===== config.mk =====
export PLATFORM = sky130hd
export DESIGN_NAME = liteic_rr_arbiter
export DESIGN_NICKNAME = d
export VERILOG_FILES = /design/src/rtl/liteic_rr_arbiter.sv
export SDC_FILE = /design/constraint.sdc
export NUM_CORES = 1
export LEC_CHECK = 0
export CAP_MARGIN = 10
export CORE_MARGIN = 2
export CORE_UTILIZATION = 45
export DETAILED_ROUTE_END_ITERATION = 7
export GPL_TIMING_DRIVEN = 0
export PLACE_DENSITY = 0.74
export SETUP_SLACK_MARGIN = 0.2
export SLEW_MARGIN = 40
export SYNTH_ARGS = -nofsm -noshare
export SYNTH_HDL_FRONTEND = slang
export SYNTH_SLANG_ARGS = --single-unit

===== constraint.sdc =====
create_clock -name clk -period 2.5 [get_ports clk]
set_clock_uncertainty 0.05 [all_clocks]
set_input_delay 0.5 -clock clk [delete_from_list [all_inputs] [get_ports clk]]
set_output_delay 0.5 -clock clk [all_outputs]
set_load 0.05 [all_outputs]

===== src/rtl/liteic_rr_arbiter.sv =====
// Round-robin arbiter for the lite interconnect: registered one-hot grant, locked until done_i.
// Optional grant watchdog is enabled by defining LITEIC_ARB_TIMEOUT_EN.
module liteic_rr_arbiter #(
    parameter int N_MASTERS      = 4,
    parameter int IDX_W          = $clog2(N_MASTERS),
    parameter int TIMEOUT_CYCLES = 256
) (
    input  logic                 clk,
    input  logic                 rst_n,
    input  logic [N_MASTERS-1:0] req_i,
    input  logic                 done_i,
    output logic [N_MASTERS-1:0] grant_o,
    output logic [IDX_W-1:0]     grant_idx_o,
    output logic                 grant_valid_o,
    output logic                 timeout_o
);

    typedef enum logic {S_IDLE, S_BUSY} state_e;

    state_e               state_q;
    logic [N_MASTERS-1:0] grant_q;
    logic [IDX_W-1:0]     idx_q;
    logic [IDX_W-1:0]     last_idx_q;
    logic                 valid_q;
    logic                 timeout_q;

    logic [N_MASTERS-1:0] win_oh;
    logic [IDX_W-1:0]     win_idx;
    logic                 win_vld;
    logic                 tmo_hit;
    logic                 rel;
    logic                 load;

    // Configurations with fewer than two masters or a watchdog below two cycles are unsupported.
    if (N_MASTERS < 2 || TIMEOUT_CYCLES < 2) begin : g_unsupported_cfg
    end

    // Masters above the last winner get first pick; otherwise wrap to the lowest requester.
    always_comb begin
        win_oh  = '0;
        win_idx = '0;
        win_vld = 1'b0;
        for (int i = 0; i < N_MASTERS; i++) begin
            if (!win_vld && req_i[i] && (i > int'(last_idx_q))) begin
                win_oh[i] = 1'b1;
                win_idx   = IDX_W'(i);
                win_vld   = 1'b1;
            end
        end
        for (int i = 0; i < N_MASTERS; i++) begin
            if (!win_vld && req_i[i]) begin
                win_oh[i] = 1'b1;
                win_idx   = IDX_W'(i);
                win_vld   = 1'b1;
            end
        end
    end

`ifdef LITEIC_ARB_TIMEOUT_EN
    localparam int CNT_W = $clog2(TIMEOUT_CYCLES);
    logic [CNT_W-1:0] cnt_q;
    logic [CNT_W-1:0] cnt_d;

    // done_i in the limit cycle wins, so the watchdog only fires when done_i is low.
    assign tmo_hit = (state_q == S_BUSY) && !done_i && (cnt_q == CNT_W'(TIMEOUT_CYCLES - 1));

    always_comb begin
        cnt_d = cnt_q;
        if (load)                    cnt_d = '0;
        else if (state_q == S_BUSY)  cnt_d = cnt_q + 1'b1;
    end

    always_ff @(posedge clk or negedge rst_n) begin
        if (!rst_n) cnt_q <= '0;
        else        cnt_q <= cnt_d;
    end
`else
    assign tmo_hit = 1'b0;
`endif

    assign rel  = (state_q == S_BUSY) && (done_i || tmo_hit);
    assign load = win_vld && ((state_q == S_IDLE) || rel);

    always_ff @(posedge clk or negedge rst_n) begin
        if (!rst_n) begin
            state_q    <= S_IDLE;
            grant_q    <= '0;
            idx_q      <= '0;
            valid_q    <= 1'b0;
            timeout_q  <= 1'b0;
            last_idx_q <= IDX_W'(N_MASTERS - 1);
        end else begin
            timeout_q <= 1'b0;
            case (state_q)
                S_IDLE: begin
                    if (win_vld) begin
                        grant_q    <= win_oh;
                        idx_q      <= win_idx;
                        valid_q    <= 1'b1;
                        last_idx_q <= win_idx;
                        state_q    <= S_BUSY;
                    end
                end
                S_BUSY: begin
                    if (rel) begin
                        timeout_q <= tmo_hit;
                        if (win_vld) begin
                            grant_q    <= win_oh;
                            idx_q      <= win_idx;
                            last_idx_q <= win_idx;
                        end else begin
                            // last_idx_q is kept so the next grant continues the rotation.
                            grant_q <= '0;
                            idx_q   <= '0;
                            valid_q <= 1'b0;
                            state_q <= S_IDLE;
                        end
                    end
                end
                default: state_q <= S_IDLE;
            endcase
        end
    end

    assign grant_o       = grant_q;
    assign grant_idx_o   = idx_q;
    assign grant_valid_o = valid_q;
    assign timeout_o     = timeout_q;

endmodule


==> results summary <==
The proportion of synthesized chip area in sequential cells came out at 0.411. Derived from the worst setup path, the maximum achievable clock frequency is around 500 MHz. The endpoint identified for the worst register-to-register timing path is grant_o[3]. Traced cell by cell, the critical path runs through clkdlybuf4s50_1. The critical path in this run is classified as reg2out. The final critical-path required period is approximately 2000 ps. Counting cells, the worst reg-to-reg path comes to 5. The I/O pin count is 15. The combined global-route utilization of all metal layers came out at 0.208.

The share of total power dissipated in combinational logic is 0.493. In this design, the stage delay of the slowest critical-path cell is 810 ps. In the post-synthesis netlist, the cell with the most instances is dfrtp_1. The internal power of the cells totals approximately 0.00040 W.

In this run, synthesis produced a sequential element count of 10. The leakage component of the power came out at approximately 0.31 nW. The met2 global-route usage is 0.336. The share of synthesized area in the top cell type comes to 0.326.

Counting instances in the post-synthesis netlist gives the leading cell types as dfrtp_1, a21oi_1, nand2_1, nor2_1. The power spent charging and discharging nets came out at approximately 0.00030 W. STA puts the critical path data required time at around 2000 ps. The die is around 40 um tall. The tightest min-delay check is of the reg2reg type. Counting distinct cell types in the post-synthesis netlist gives 33.

The clock-pin slew reported for the worst setup and hold paths after clock tree synthesis is approximately 60 ps. The library cell used as clock root buffer is clkbuf_4. The global-route wire length before repair came out at between 2 and 2.5 mm. The number of DRC violations after detailed-routing iteration 0 is 18. Synthesis produced a netlist with a net count of 75. Relative to the synthesized area, the layout overhead comes to 26.3%.

The run finished with clean final reports. During synthesis, Yosys emitted a total of 0 warnings. The total design power is 0.000698 W.

Setup violations remaining at the end of the flow were counted as 0. The total negative slack is 0 ps. The number of cells on the critical path is 1.

The number of antenna-violating nets in the routed design came out at 0. The largest voltage drop on the vdd net is between 0.4 and 0.5 mV. The maximum buffer depth of the clock tree came out at 2. The largest net degree at the start of global routing came out at 11. The total half-perimeter wirelength after legalization and detailed placement is roughly 970 um. The worst setup path startpoint is grant_o[2]. The maximum level of the CTS H-tree is 1. Counting flops with an async set or reset pin after synthesis yields a share of 1.00. Dividing the synthesized area by the synthesized cell count gives about 9 um2. The worst setup timing slack at the placement stage is 310 ps.

The sum of overflow across all layers after global routing is 0. The number of inserted filler cells in the final layout came out at between 100 and 150. The post-detailed-route wirelength per cell came out at 13.4 um. The register-to-register setup slack is approximately 820 ps. STA classifies the critical path endpoint as a primary output.

The cell count after synthesis came out at just under 70. Setup repair after global routing left no endpoint under its margin. The largest total area in the synthesized netlist belongs to dfrtp_1. The post-synth design cell area is around 610 um2. The total count of hold-check failures in the final report is 0. The hold-fix buffer count after cts is 0. The largest fanout on the critical path came out at 3.

After clock tree synthesis, the repair step resized 0 gates. In this run the critical register-to-register path is launched from last_idx_q[1]. The number of port buffers came out at 12.

The die covers 1680 um2. The count of buffers added by post-CTS timing repair for setup is 0. The total inserted antenna cells came out at 0. The synthesized design contains 0 enable-type register cells. The last element of the critical path is grant_o[2]. Among all stages on the critical path, the largest delay is contributed by clkdlybuf4s50_1.

The fraction of met1 tracks used by global routing is 0.256. The detailed-route DRC error count came out at 0. Data arrives at the worst endpoint at 1450 ps. The switching share of power came out at 0.433. The ratio of total power to cell area came out at ~900 nW/um2. The critical path buffer and inverter count came out at 1. The number of clock sinks is 10. The starting density of the core came out at 0.478. The source-to-sink clock delay at the later pin of the worst-skew pair is around 260 ps. The count of pins over their slew limit came to 0.

Among all flip-flop cells after synthesis, the most frequent one is dfrtp_1. The overall die width is approximately 40 um. The placeable core area is 1280 um2. The cell family with the largest share of critical-path delay is buffers and inverters. The share of total power dissipated in the clock network is 0.151. The total length of routed wires came out at 1.32 mm. After detailed placement, the total cell area comes to around 750 um2. The fraction of final layout cells sized beyond drive strength 1 came out at 0.157. The via density per instance is approximately 5.6. The number of global-route vias before repair was ~490.

The max-cap violation count came out at 0. After global routing, the most crowded layer is met2. Once routing completed, OpenROAD measured the worst setup slack at 499 ps. The number of placement rows is 13. The number of buffers created by CTS is 3. The sequential share of power came out at 0.357. For met3 alone, demand over resource in global routing was 0.0815. The net count reported at finish is roughly 90.

The number of antenna violations at the first check in global routing came out at 0. The pre-antenna-repair detailed-routing pass consisted of 4 iterations. The placer congestion estimate came out at around 0.83. The worst setup path is launched from a flop. Detailed routing inserted a total of between 500 and 600 vias. Ranked by total cell area, the synthesized netlist is headed by dfrtp_1, dfstp_2, nand2b_1.

After routing the design area is roughly 780 um2. The TritonCTS clock tree is done. The post-route clock period utilization is 0.800.
==> layer usage <==
| layer | wire (um) | vias to the layer above |
|---|---|---|
| met5 | 0 | - |
| met4 | 10 | 0 |
| met3 | 87 | 2 |
| met2 | 600 | 16 |
| met1 | 616 | 251 |
| li1 | - | 283 |
==> stage by stage <==
step,hold WS [ps],util,instances
floorplan,154,-,68
global placement,419,0.586,95
detailed placement,432,0.586,95
CTS,446,0.604,98
global route,466,0.604,98
finish,436,0.604,98
==> registers in the layout, indices dropped and copies added (netlist names) <==
signal and flops:
grant_o 4, last_idx_q 2, grant_valid_o 1, grant_idx_o 2, state_q 1
==> area by class of cell <==
type | instances | area, um2 | area share
clock buffers | 3 | 22.5 | 0.0290
repair buffers | 12 | 120 | 0.155
well taps | 15 | 18.8 | 0.0242
flip-flops and latches | 10 | 253 | 0.326
multi-input cells | 52 | 327 | 0.421
inverters | 2 | 7.51 | 0.00968
plain buffers | 4 | 27.5 | 0.0355
==> worst min path at each step <==
stage	start	cells past startpoint	end	slack [ps]
4_1_cts	grant_o[1]	1	grant_o[1]	450
6_report	grant_o[0]	2	grant_o[0]	440
5_1_grt	grant_o[0]	2	grant_o[0]	470
3_3_place_gp	grant_o[0]	2	grant_o[0]	420
2_1_floorplan	rst_n	0	grant_idx_o[0]	150
3_5_place_dp	grant_o[1]	1	grant_o[1]	430
==> power by group through the flow <==
stage | clock network (W) | logic (W) | registers [W]
5_1_grt | 0.000117 | 0.000372 | 0.000256
6_report | 0.000105 | 0.000344 | 0.000249
3_3_place_gp | 0 | 0.000341 | 0.000249
2_1_floorplan | 0 | 0.000133 | 0.000353
3_5_place_dp | 0 | 0.000343 | 0.000250
4_1_cts | 0.000111 | 0.000345 | 0.000248
==> kinds of logic (layout without fill, tap and decap cells) <==
| kind of cell | Yosys count | count (layout) | synth area share |
|---|---|---|---|
| buffers and inverters | 6 | 21 | 0.0570 |
| DFF | 10 | 10 | 0.411 |
| muxes | 1 | 1 | 0.0163 |
| other | 1 | 1 | 0.00610 |
| and+or+nand+nor | 25 | 25 | 0.226 |
| AOI/OAI and AO/OA | 25 | 25 | 0.283 |
==> cell usage in the layout (no fill, tap or decap), drive strengths merged, types with 2 or more instances in the layout <==
cell and n:
a21oi 6, a22oi 2, a32o 2, buf 3, clkbuf 4, clkdlybuf4s50 12
dfrtp 8, dfstp 2, inv 2, nand2 6, nand2b 5, nand3 2
nor2 6, o21ai 7, o22ai 2
Note: power is estimated with default switching activity, not from simulation.
